<file path="src/rtl/uart_pkg.sv">
// rtl/uart_pkg.sv - shared types and constants for the UART transmit arbiter
//
// Contents:
//   UART_FRAME_BITS     bits per 8N1 frame (start + 8 data + stop)
//   UART_DATA_BITS      data bits per frame
//   UART_CLK_DIV_16MHZ  clocks per bit for 115200 baud from a 16 MHz clock
//   tx_state_t          serializer FSM states
//   arb_state_t         arbiter FSM states
package uart_pkg;

    localparam int UART_FRAME_BITS    = 10;
    localparam int UART_DATA_BITS     = 8;
    localparam int UART_CLK_DIV_16MHZ = 139;

    typedef enum logic [1:0] {
        TX_IDLE,
        TX_START,
        TX_DATA,
        TX_STOP
    } tx_state_t;

    typedef enum logic {
        ARB_IDLE,
        ARB_BUSY
    } arb_state_t;

endpackage

</file>
<file path="src/rtl/uart_tx_arbiter_if.sv">
// rtl/uart_tx_arbiter_if.sv - requester-side valid/ready bundle for uart_tx_arbiter
//
// Signals (NREQ requesters):
//   req_valid[NREQ]     requester i has a byte to send
//   req_data[NREQ*8]    byte of requester i in bits [8i+7:8i]
//   req_ready[NREQ]     one-hot or zero; accept when valid && ready
//   req_lock[NREQ]      only with UART_TX_ARB_LOCK_EN: keep the grant on i
// Modports: master = requesters, slave = arbiter.
interface uart_tx_arbiter_if #(
    parameter int NREQ = 2
);

    logic [NREQ-1:0]   req_valid;
    logic [NREQ*8-1:0] req_data;
    logic [NREQ-1:0]   req_ready;

`ifdef UART_TX_ARB_LOCK_EN
    logic [NREQ-1:0]   req_lock;

    modport master (output req_valid, output req_data, output req_lock, input req_ready);
    modport slave  (input req_valid, input req_data, input req_lock, output req_ready);
`else
    modport master (output req_valid, output req_data, input req_ready);
    modport slave  (input req_valid, input req_data, output req_ready);
`endif

endinterface

</file>
<file path="src/rtl/uart_tx_serializer.sv">
// rtl/uart_tx_serializer.sv - 8N1 serializer with fixed clock divider
//
// Ports:
//   CLK, RST_N   clock, synchronous active-low reset
//   start        load data and begin a frame (honoured only when idle)
//   data[7:0]    byte to send, sampled on the start edge
//   line         registered serial output, idle high
//   done         one-cycle pulse during the last cycle of the stop bit
module uart_tx_serializer
    import uart_pkg::*;
#(
    parameter int CLK_DIV = UART_CLK_DIV_16MHZ
) (
    input  logic       CLK,
    input  logic       RST_N,
    input  logic       start,
    input  logic [7:0] data,
    output logic       line,
    output logic       done
);

    localparam int             BW        = (CLK_DIV > 2) ? $clog2(CLK_DIV) : 1;
    localparam logic [BW-1:0]  BAUD_LAST = BW'(CLK_DIV - 1);
    localparam logic [2:0]     BIT_LAST  = 3'(UART_DATA_BITS - 1);

    tx_state_t     state, state_next;
    logic [BW-1:0] baud, baud_next;
    logic [2:0]    bit_cnt, bit_next;
    logic [7:0]    shift, shift_next;
    logic          line_q, line_next;
    logic          bit_end;

    assign bit_end = (baud == BAUD_LAST);
    assign line    = line_q;

    always_ff @(posedge CLK) begin
        if (!RST_N) begin
            state   <= TX_IDLE;
            baud    <= '0;
            bit_cnt <= '0;
            shift   <= '0;
            line_q  <= 1'b1;
        end else begin
            state   <= state_next;
            baud    <= baud_next;
            bit_cnt <= bit_next;
            shift   <= shift_next;
            line_q  <= line_next;
        end
    end

    // The line is registered, so each branch loads the level of the bit that
    // starts on the coming edge; the shift register always presents the next
    // data bit at bit 0.
    always_comb begin
        state_next = state;
        baud_next  = baud;
        bit_next   = bit_cnt;
        shift_next = shift;
        line_next  = line_q;
        done       = 1'b0;

        case (state)
            TX_IDLE: begin
                if (start) begin
                    state_next = TX_START;
                    baud_next  = '0;
                    shift_next = data;
                    line_next  = 1'b0;
                end
            end
            TX_START: begin
                if (bit_end) begin
                    state_next = TX_DATA;
                    baud_next  = '0;
                    bit_next   = '0;
                    line_next  = shift[0];
                    shift_next = {1'b0, shift[7:1]};
                end else begin
                    baud_next = baud + 1'b1;
                end
            end
            TX_DATA: begin
                if (bit_end) begin
                    baud_next = '0;
                    bit_next  = bit_cnt + 1'b1;
                    if (bit_cnt == BIT_LAST) begin
                        state_next = TX_STOP;
                        line_next  = 1'b1;
                    end else begin
                        line_next  = shift[0];
                        shift_next = {1'b0, shift[7:1]};
                    end
                end else begin
                    baud_next = baud + 1'b1;
                end
            end
            TX_STOP: begin
                if (bit_end) begin
                    state_next = TX_IDLE;
                    baud_next  = '0;
                    line_next  = 1'b1;
                    done       = 1'b1;
                end else begin
                    baud_next = baud + 1'b1;
                end
            end
            default: begin
                state_next = TX_IDLE;
                line_next  = 1'b1;
            end
        endcase
    end

endmodule

</file>
<file path="src/rtl/uart_tx_arbiter.sv">
// rtl/uart_tx_arbiter.sv - round-robin per-byte arbiter driving one 8N1 UART line
//
// Ports:
//   CLK, RST_N           clock, synchronous active-low reset
//   req                  uart_tx_arbiter_if.slave request bundle (NREQ requesters)
//   uart_line_out        serial line, idle high
//   busy                 a frame is in flight
//   grant_id             index of the last accepted requester
// Build option: UART_TX_ARB_LOCK_EN adds req_lock to keep the grant on one requester.
module uart_tx_arbiter
    import uart_pkg::*;
#(
    parameter int NREQ    = 2,
    parameter int CLK_DIV = UART_CLK_DIV_16MHZ
) (
    input  logic                    CLK,
    input  logic                    RST_N,
    uart_tx_arbiter_if.slave        req,
    output logic                    uart_line_out,
    output logic                    busy,
    output logic [$clog2(NREQ)-1:0] grant_id
);

    localparam int            IW      = $clog2(NREQ);
    localparam logic [IW-1:0] LAST_ID = IW'(NREQ - 1);

    arb_state_t    state, state_next;
    logic [IW-1:0] rr_ptr, rr_next;
    logic [IW-1:0] grant_next;
    logic [IW-1:0] sel, scan_idx;
    logic          locked, locked_next;
    logic          found, accept, done;
    logic [7:0]    sel_data;
    logic [NREQ-1:0] lock_vec;

`ifdef UART_TX_ARB_LOCK_EN
    assign lock_vec = req.req_lock;
`else
    assign lock_vec = '0;
`endif

    function automatic logic [IW-1:0] wrap_inc(input logic [IW-1:0] p);
        return (p == LAST_ID) ? '0 : p + 1'b1;
    endfunction

    // First valid requester at or after rr_ptr, wrapping. While locked only
    // rr_ptr itself is eligible, so other requesters are starved on purpose.
    always_comb begin
        found    = 1'b0;
        sel      = rr_ptr;
        scan_idx = rr_ptr;
        for (int k = 0; k < NREQ; k++) begin
            if (!found && req.req_valid[scan_idx] && (k == 0 || !locked)) begin
                found = 1'b1;
                sel   = scan_idx;
            end
            scan_idx = wrap_inc(scan_idx);
        end
    end

    assign accept   = (state == ARB_IDLE) && found && RST_N;
    assign sel_data = req.req_data[8*int'(sel) +: 8];
    assign busy     = (state == ARB_BUSY);

    always_comb begin
        req.req_ready = '0;
        if (accept) begin
            req.req_ready[sel] = 1'b1;
        end
    end

    always_ff @(posedge CLK) begin
        if (!RST_N) begin
            state    <= ARB_IDLE;
            rr_ptr   <= '0;
            grant_id <= '0;
            locked   <= 1'b0;
        end else begin
            state    <= state_next;
            rr_ptr   <= rr_next;
            grant_id <= grant_next;
            locked   <= locked_next;
        end
    end

    always_comb begin
        state_next  = state;
        rr_next     = rr_ptr;
        grant_next  = grant_id;
        locked_next = locked;

        case (state)
            ARB_IDLE: begin
                if (accept) begin
                    state_next = ARB_BUSY;
                    grant_next = sel;
                    if (lock_vec[sel]) begin
                        rr_next     = sel;
                        locked_next = 1'b1;
                    end else begin
                        rr_next     = wrap_inc(sel);
                        locked_next = 1'b0;
                    end
                end
            end
            ARB_BUSY: begin
                if (done) begin
                    state_next = ARB_IDLE;
                end
            end
            default: state_next = ARB_IDLE;
        endcase
    end

    // Serializer leaves TX_IDLE on the accept edge, so the start bit is on
    // the line from that same edge.
    uart_tx_serializer #(
        .CLK_DIV (CLK_DIV)
    ) u_ser (
        .CLK   (CLK),
        .RST_N (RST_N),
        .start (accept),
        .data  (sel_data),
        .line  (uart_line_out),
        .done  (done)
    );

endmodule

</file>
<file path="src/flat_wrapper.sv">
// flat-port wrapper written by rule: the top's interface ports become plain ports
module uart_tx_arbiter_flat import uart_pkg::*;
#(
    parameter int NREQ    = 2,
    parameter int CLK_DIV = UART_CLK_DIV_16MHZ
)
  (CLK, RST_N, uart_line_out, busy, grant_id, req_req_valid, req_req_data, req_req_ready);
  uart_tx_arbiter_if #(.NREQ(NREQ)) req_i ();
  input  logic CLK;
  input  logic RST_N;
  output logic uart_line_out;
  output logic busy;
  output logic [$clog2(NREQ)-1:0] grant_id;
  input wire logic [$bits(req_i.req_valid)-1:0] req_req_valid;
  input wire logic [$bits(req_i.req_data)-1:0] req_req_data;
  output wire logic [$bits(req_i.req_ready)-1:0] req_req_ready;
  assign req_i.req_valid = req_req_valid;
  assign req_i.req_data = req_req_data;
  assign req_req_ready = req_i.req_ready;
  uart_tx_arbiter #(.NREQ(NREQ), .CLK_DIV(CLK_DIV)) u_core (.CLK(CLK), .RST_N(RST_N), .req(req_i), .uart_line_out(uart_line_out), .busy(busy), .grant_id(grant_id));
endmodule
</file>
<file path="config.mk">
export PLATFORM = sky130hd
export DESIGN_NAME = uart_tx_arbiter_flat
export DESIGN_NICKNAME = d
export VERILOG_FILES = /design/src/rtl/uart_pkg.sv /design/src/rtl/uart_tx_arbiter_if.sv /design/src/rtl/uart_tx_serializer.sv /design/src/rtl/uart_tx_arbiter.sv /design/src/flat_wrapper.sv
export SDC_FILE = /design/constraint.sdc
export NUM_CORES = 1
export LEC_CHECK = 0
export BUFFER_PORTS_ARGS = -buffer_cell sky130_fd_sc_hd__buf_2
export CORE_MARGIN = 3
export CORE_UTILIZATION = 41
export CTS_BUF_LIST = sky130_fd_sc_hd__clkbuf_4 sky130_fd_sc_hd__clkbuf_8 sky130_fd_sc_hd__clkbuf_16
export CTS_CLUSTER_SIZE = 20
export DETAILED_ROUTE_END_ITERATION = 7
export GPL_TIMING_DRIVEN = 1
export PLACE_DENSITY_LB_ADDON = 0.3
export SETUP_SLACK_MARGIN = 0.2
export SYNTH_ARGS = -nofsm -noshare
export SYNTH_HDL_FRONTEND = slang
export SYNTH_SLANG_ARGS = --single-unit
</file>
<file path="constraint.sdc">
create_clock -name CLK -period 2.4 [get_ports CLK]
set_input_delay 0.48 -clock CLK [delete_from_list [all_inputs] [get_ports CLK]]
set_output_delay 0.48 -clock CLK [all_outputs]
set_load 0.03 [all_outputs]
</file>
Yosys cells after proc, flatten, opt, wreduce, memory -nomap -nowiden
Cells that the tools add are included.
Word-level totals
  output and inout bits: 5
  flip-flop bits (word level): 26
Cells by class
  muxes and demuxes: 43
  shift-type cells: 1
  reduce and logical (&&, ||, !) cells: 16
  equal/unequal tests: 11
  bitwise gates (word level): 1
  $lt $le $gt $ge: 4
  add/sub/neg operators: 4
Operator list (count)
  two-way mux 8 bit: 6
  one-hot mux 8 bit (3 select lines): 1
  two-way mux 1 bit: 22
  one-hot mux 8 bit (2 select lines): 1
  variable part select 16 x 5 -> 8 bit: 1
  two-way mux 2 bit: 6
  inequality test 2 bit (second input constant): 5
  AND reduction 5 bit: 2
  adder 8 x 1 -> 8 bit (second input constant): 1
  == test 8 bit (second input constant): 1
  one-hot mux 2 bit (4 select lines): 1
  < comparator 1 x 2 -> 1 bit (second input constant): 3
  two-way mux 3 bit: 2
  one-hot mux 3 bit (2 select lines): 1
  logical AND 1 bit: 5
  == test 2 bit (second input constant): 2
  one-hot mux 1 bit (4 select lines): 1
  AND reduction 4 bit: 1
  adder 3 x 1 -> 3 bit (second input constant): 1
  == test 3 bit (second input constant): 1
  AND reduction 3 bit: 1
  nonzero test 3 bit: 1
  OR reduction 3 bit: 1
  adder 1 bit (second input constant): 2
  10 further kinds: 11

Depth between registers and ports, before layout
  depth after elaboration: 12
  mapped depth: 9
  gate-level depth less buffers: 7

Modules after synthesis
Synthesis repeated with hierarchy kept, for this count alone.
Second synthesis, totals
  cells, all modules: 157
  area total of the unflattened synthesis: 1526.5 µm²
Modules (own cells, without submodules)
  uart_tx_serializer: seq. area each 440.4 µm², area an instance 1232.4 µm², instances 1, cells each 128
  uart_tx_arbiter: seq. area each 60.1 µm², area an instance 294.0 µm², instances 1, cells each 29

Worst setup path before layout
No wires, ideal clock.
  path type: in2out
  start: input port RST_N
  end: output port req_req_ready[0]
  stages: 3
  path buffers: 1
  path slack: 0.398 ns
  required time: 1.920 ns
  data arrival time: 1.522 ns
  cells stage by stage: buf_2 > nand2b_1 > a211oi_1
On the way
  longest elaborated chain between the ends: 2
RTL lines
  from (decl): RTL line flat_wrapper.sv:10  | input logic RST_N;
  logical AND 1 bit: RTL line uart_tx_arbiter.sv:61  | assign accept = (state == ARB_IDLE) && found && RST_N;
  two-way mux 2 bit: RTL line uart_tx_arbiter.sv:67  | if (accept) begin
  to (decl): RTL line flat_wrapper.sv:16  | output wire logic [$bits(req_i.req_ready)-1:0] req_req_ready;
Every way passes these cells.

Worst setup path after layout
  start: register u_core.u_ser.baud[0]
  end: register u_core.u_ser.state[1]
On the way
  longest elaborated chain between the ends: 3
  elaborated cells between the ends (all ways): 5
RTL lines
  from (decl): RTL line uart_tx_serializer.sv:27  | logic [BW-1:0] baud, baud_next;
  from (signal assigned): RTL line uart_tx_serializer.sv:45  | baud <= baud_next;
  == test 8 bit (*): RTL line uart_tx_serializer.sv:33  | assign bit_end = (baud == BAUD_LAST);
  inequality test 2 bit (no line)
  AND reduction 5 bit (no line) (*)
  to (signal assigned): RTL line uart_tx_serializer.sv:44  | state <= state_next;
  to (decl): RTL line uart_tx_serializer.sv:26  | tx_state_t state, state_next;
Mark *: on every way between the ends. The rest lies on a longest branch, timed or not.
A chain may end at the register's enable or synchronous reset.

==> run summary <==
Root Buffer: clkbuf_4
Pleak: 0.661 nW
PwrDens: 957 nW/um^2
RSZ-0062 raised after global routing: false
Residual DRC: 0
Crit path launch type: flop
Antenna cell count: 0
Sum Neg Setup Slack: 0 ns
Congestion Overflow GR: 0
Largest net degree at the start of global routing: 19
Total GRT Usage: 0.157
HP Class: in -> reg
Layout cell share with drive strength beyond 1: 0.188
Comb power frac: 0.490
Area growth, synth to finish: 11.5%
Final period utilization: 0.826
Crit path capture type: flop
Clock Sinks: 25
GR Layer Usage met3: 0.0462
Crit path max-delay cell type: and3_2
Routability cong.: 0.826
Mapped cell area: 1450 um^2
GR Util met2: 0.298
Max incr delay on CP: 0.36 ns
Final HPWL DP: 2270 um
Final clock skew: 0.00861 ns
Antenna Nets Post-Route: 0
Buffer count from post-CTS setup fixing: 0
DR vias: 1279
Most used DFF post-synth: dfxtp_1
Die Ht: 65.4 um
Family with the most delay on the worst path: simple AND/OR/NAND/NOR gates
Cell variety after synth: 35
Synthesized net count: 199
Net Switching: 0.657 mW
Post-CTS Hold Fix Bufs: 0
Routed WL per cell: 12.7 um
Die W: 65.4 um
Final hold vios: 0
Worst-path cell chain: inv_1, ha_1, nor4bb_2, and3_2, o21ai_1, a21oi_1, mux2i_1
Crit-path max FO: 8
Final Util: 0.503
Max Cap Viol: 0
Drt first pass iters: 4
GR Util met1: 0.165
# fillers: 342
Number of synthesized flops with an enable pin: 0
Seq pwr share: 0.378
Synth Instances: 170
Worst-Margin Slew: 0.502 ns
Number of synthesis warnings: 0
PortBufs: 24
Clk pwr share: 0.131
DR iter-0 viols: 66
Storage cell area: 500 um^2
Yosys reg bits: 25
CTS max path bufs: 2
Slew headroom: 0.665
Initial antenna violation count: 0
WP data arrival: 2.23 ns
Area occupied by multi-input gates: 865 um^2
Die area: 4270 um^2
Tmin final: 1.98 ns
Endpoints failing setup: 0
Status: complete, no violations
IO Pins: 25
Clock transition at path regs: 0.14 ns
Max Freq: 504 MHz
Cell-internal power: 0.884 mW
Via-per-instance ratio: 5.44
Top Usage Layer GRT: met2
Final WL: 2990 um
Post-synth top cells: dfxtp_1, nor2_1, o21ai_0
Area of the core: 3200 um^2
Syn_area_per_cell: 8.50 um^2
Area leader, netlist: dfxtp_1
CTS Buf Count: 3
Crit Path Category: reg -> reg
Starting Density: 0.451
Final net count: 221
Seq/Total Area, Yosys: 0.346
Area contributors post-synth: dfxtp_1, ha_1, mux2i_1
Max Slew Vio Count: 0
Worst Path Buf+Inv: 1
Global-route wire length before repair: 5310 um
Max VDD drop: 0.456 mV
Post-cts sizing count: 0
Vias in the first global route: 1247
H-tree Lvls: 1
Clock Latency Late Sink: 0.32 ns
Most frequent cell after synthesis: dfxtp_1
Fraction of registers with async set/reset: 0
Top cell type's share of synthesized area: 0.346
Worst Path Required: 2.65 ns
Rows: 20
Switch share: 0.426
CTS tree: built
[layout by cell type, fill, tap and decap left out]
master | synthesis | final
o21ai_0 | 11 | 11
o31a_1 | 1 | 1
o21a_1 | 9 | 9
inv_1 | 8 | 8
clkbuf_4 | 0 | 4
a41oi_1 | 1 | 1
a211oi_2 | 1 | 1
nor3_1 | 4 | 4
nor2_2 | 1 | 1
nor2_1 | 23 | 23
a211oi_1 | 7 | 7
dfxtp_1 | 25 | 25
nand2_1 | 8 | 8
a31oi_1 | 2 | 2
nor2b_1 | 1 | 1
and3_1 | 2 | 1
and3_2 | 0 | 1
ha_1 | 9 | 9
o21ai_1 | 1 | 1
maj3_1 | 1 | 1
o311a_1 | 1 | 1
a21oi_1 | 8 | 8
o41ai_2 | 1 | 1
a22oi_1 | 2 | 2
clkinv_1 | 1 | 1
buf_2 | 2 | 24
o21ai_2 | 1 | 1
nand3_1 | 7 | 7
a311oi_1 | 3 | 3
mux2i_1 | 9 | 9
nor4bb_2 | 1 | 1
o311ai_0 | 1 | 1
nand2b_1 | 2 | 2
and2_1 | 9 | 9
buf_4 | 0 | 1
o211ai_4 | 1 | 1
[cells by family after synthesis]
| family | after synthesis | share of synthesized area |
|---|---|---|
| and+or+nand+nor | 58 | 0.195 |
| buffers and inverters | 17 | 0.0563 |
| muxes | 9 | 0.0623 |
| DFF | 25 | 0.346 |
| adders and majority gates | 10 | 0.0849 |
| AOI/OAI and AO/OA | 51 | 0.255 |
[state kept, by name (all words and copies together), names as in the netlist]
name,cells
u_core.u_ser.baud,8
u_core.u_ser.shift,8
u_core.u_ser.bit_cnt,3
u_core.u_ser.state,2
u_core.rr_ptr,1
u_core.grant_id,1
u_core.busy,1
u_core.u_ser.line,1
[worst paths after layout]
kind	from	endpoint	slack (ns)	cells after the start
min	req_req_valid[1]	u_core.rr_ptr$_SDFFE_PN0P_	0.43	2
min reg2reg	u_core.u_ser.bit_cnt[2]$_SDFFE_PN0P_	u_core.u_ser.bit_cnt[2]$_SDFFE_PN0P_	0.49	2
max	u_core.u_ser.baud[0]$_SDFFE_PN0P_	u_core.u_ser.state[1]$_SDFFE_PN0P_	0.42	7
max reg2reg	u_core.u_ser.baud[0]$_SDFFE_PN0P_	u_core.u_ser.state[1]$_SDFFE_PN0P_	0.42	7
[power by group through the flow]
stage / logic, mW / registers (mW) / clock network, mW
2_1_floorplan: 0.616 / 0.601 / 0
3_3_place_gp: 0.725 / 0.588 / 0
3_5_place_dp: 0.759 / 0.594 / 0
4_1_cts: 0.763 / 0.585 / 0.210
5_1_grt: 0.861 / 0.600 / 0.230
6_report: 0.756 / 0.583 / 0.202
[area by class of cell]
cell class	count	share of cell area
timing repair buffer	25	0.0792
multi-input combinational	128	0.536
inverter	9	0.0210
tap	44	0.0342
sequential	25	0.311
clock buffer	4	0.0186
[metal layers]
layer | vias up | wire length (um) | share of wire
met5 | - | 0 | 0
met4 | 0 | 29 | 0.0097
met3 | 2 | 184 | 0.062
met2 | 33 | 1560 | 0.52
met1 | 594 | 1210 | 0.41
li1 | 650 | - | -
[per-stage QoR]
step                instances  hold WS (ns)  setup slack [ns]  cell area, um^2  power (mW)
detailed placement        231         0.469             0.330             1580        1.35
CTS                       235         0.418             0.293             1610        1.56
global placement          231         0.463             0.473             1580        1.31
finish                    235         0.429             0.417             1610        1.54
global route              235         0.400             0.294             1610        1.69
floorplan                 170         0.443             0.398             1450        1.22
(Power assumes the default switching activity.)
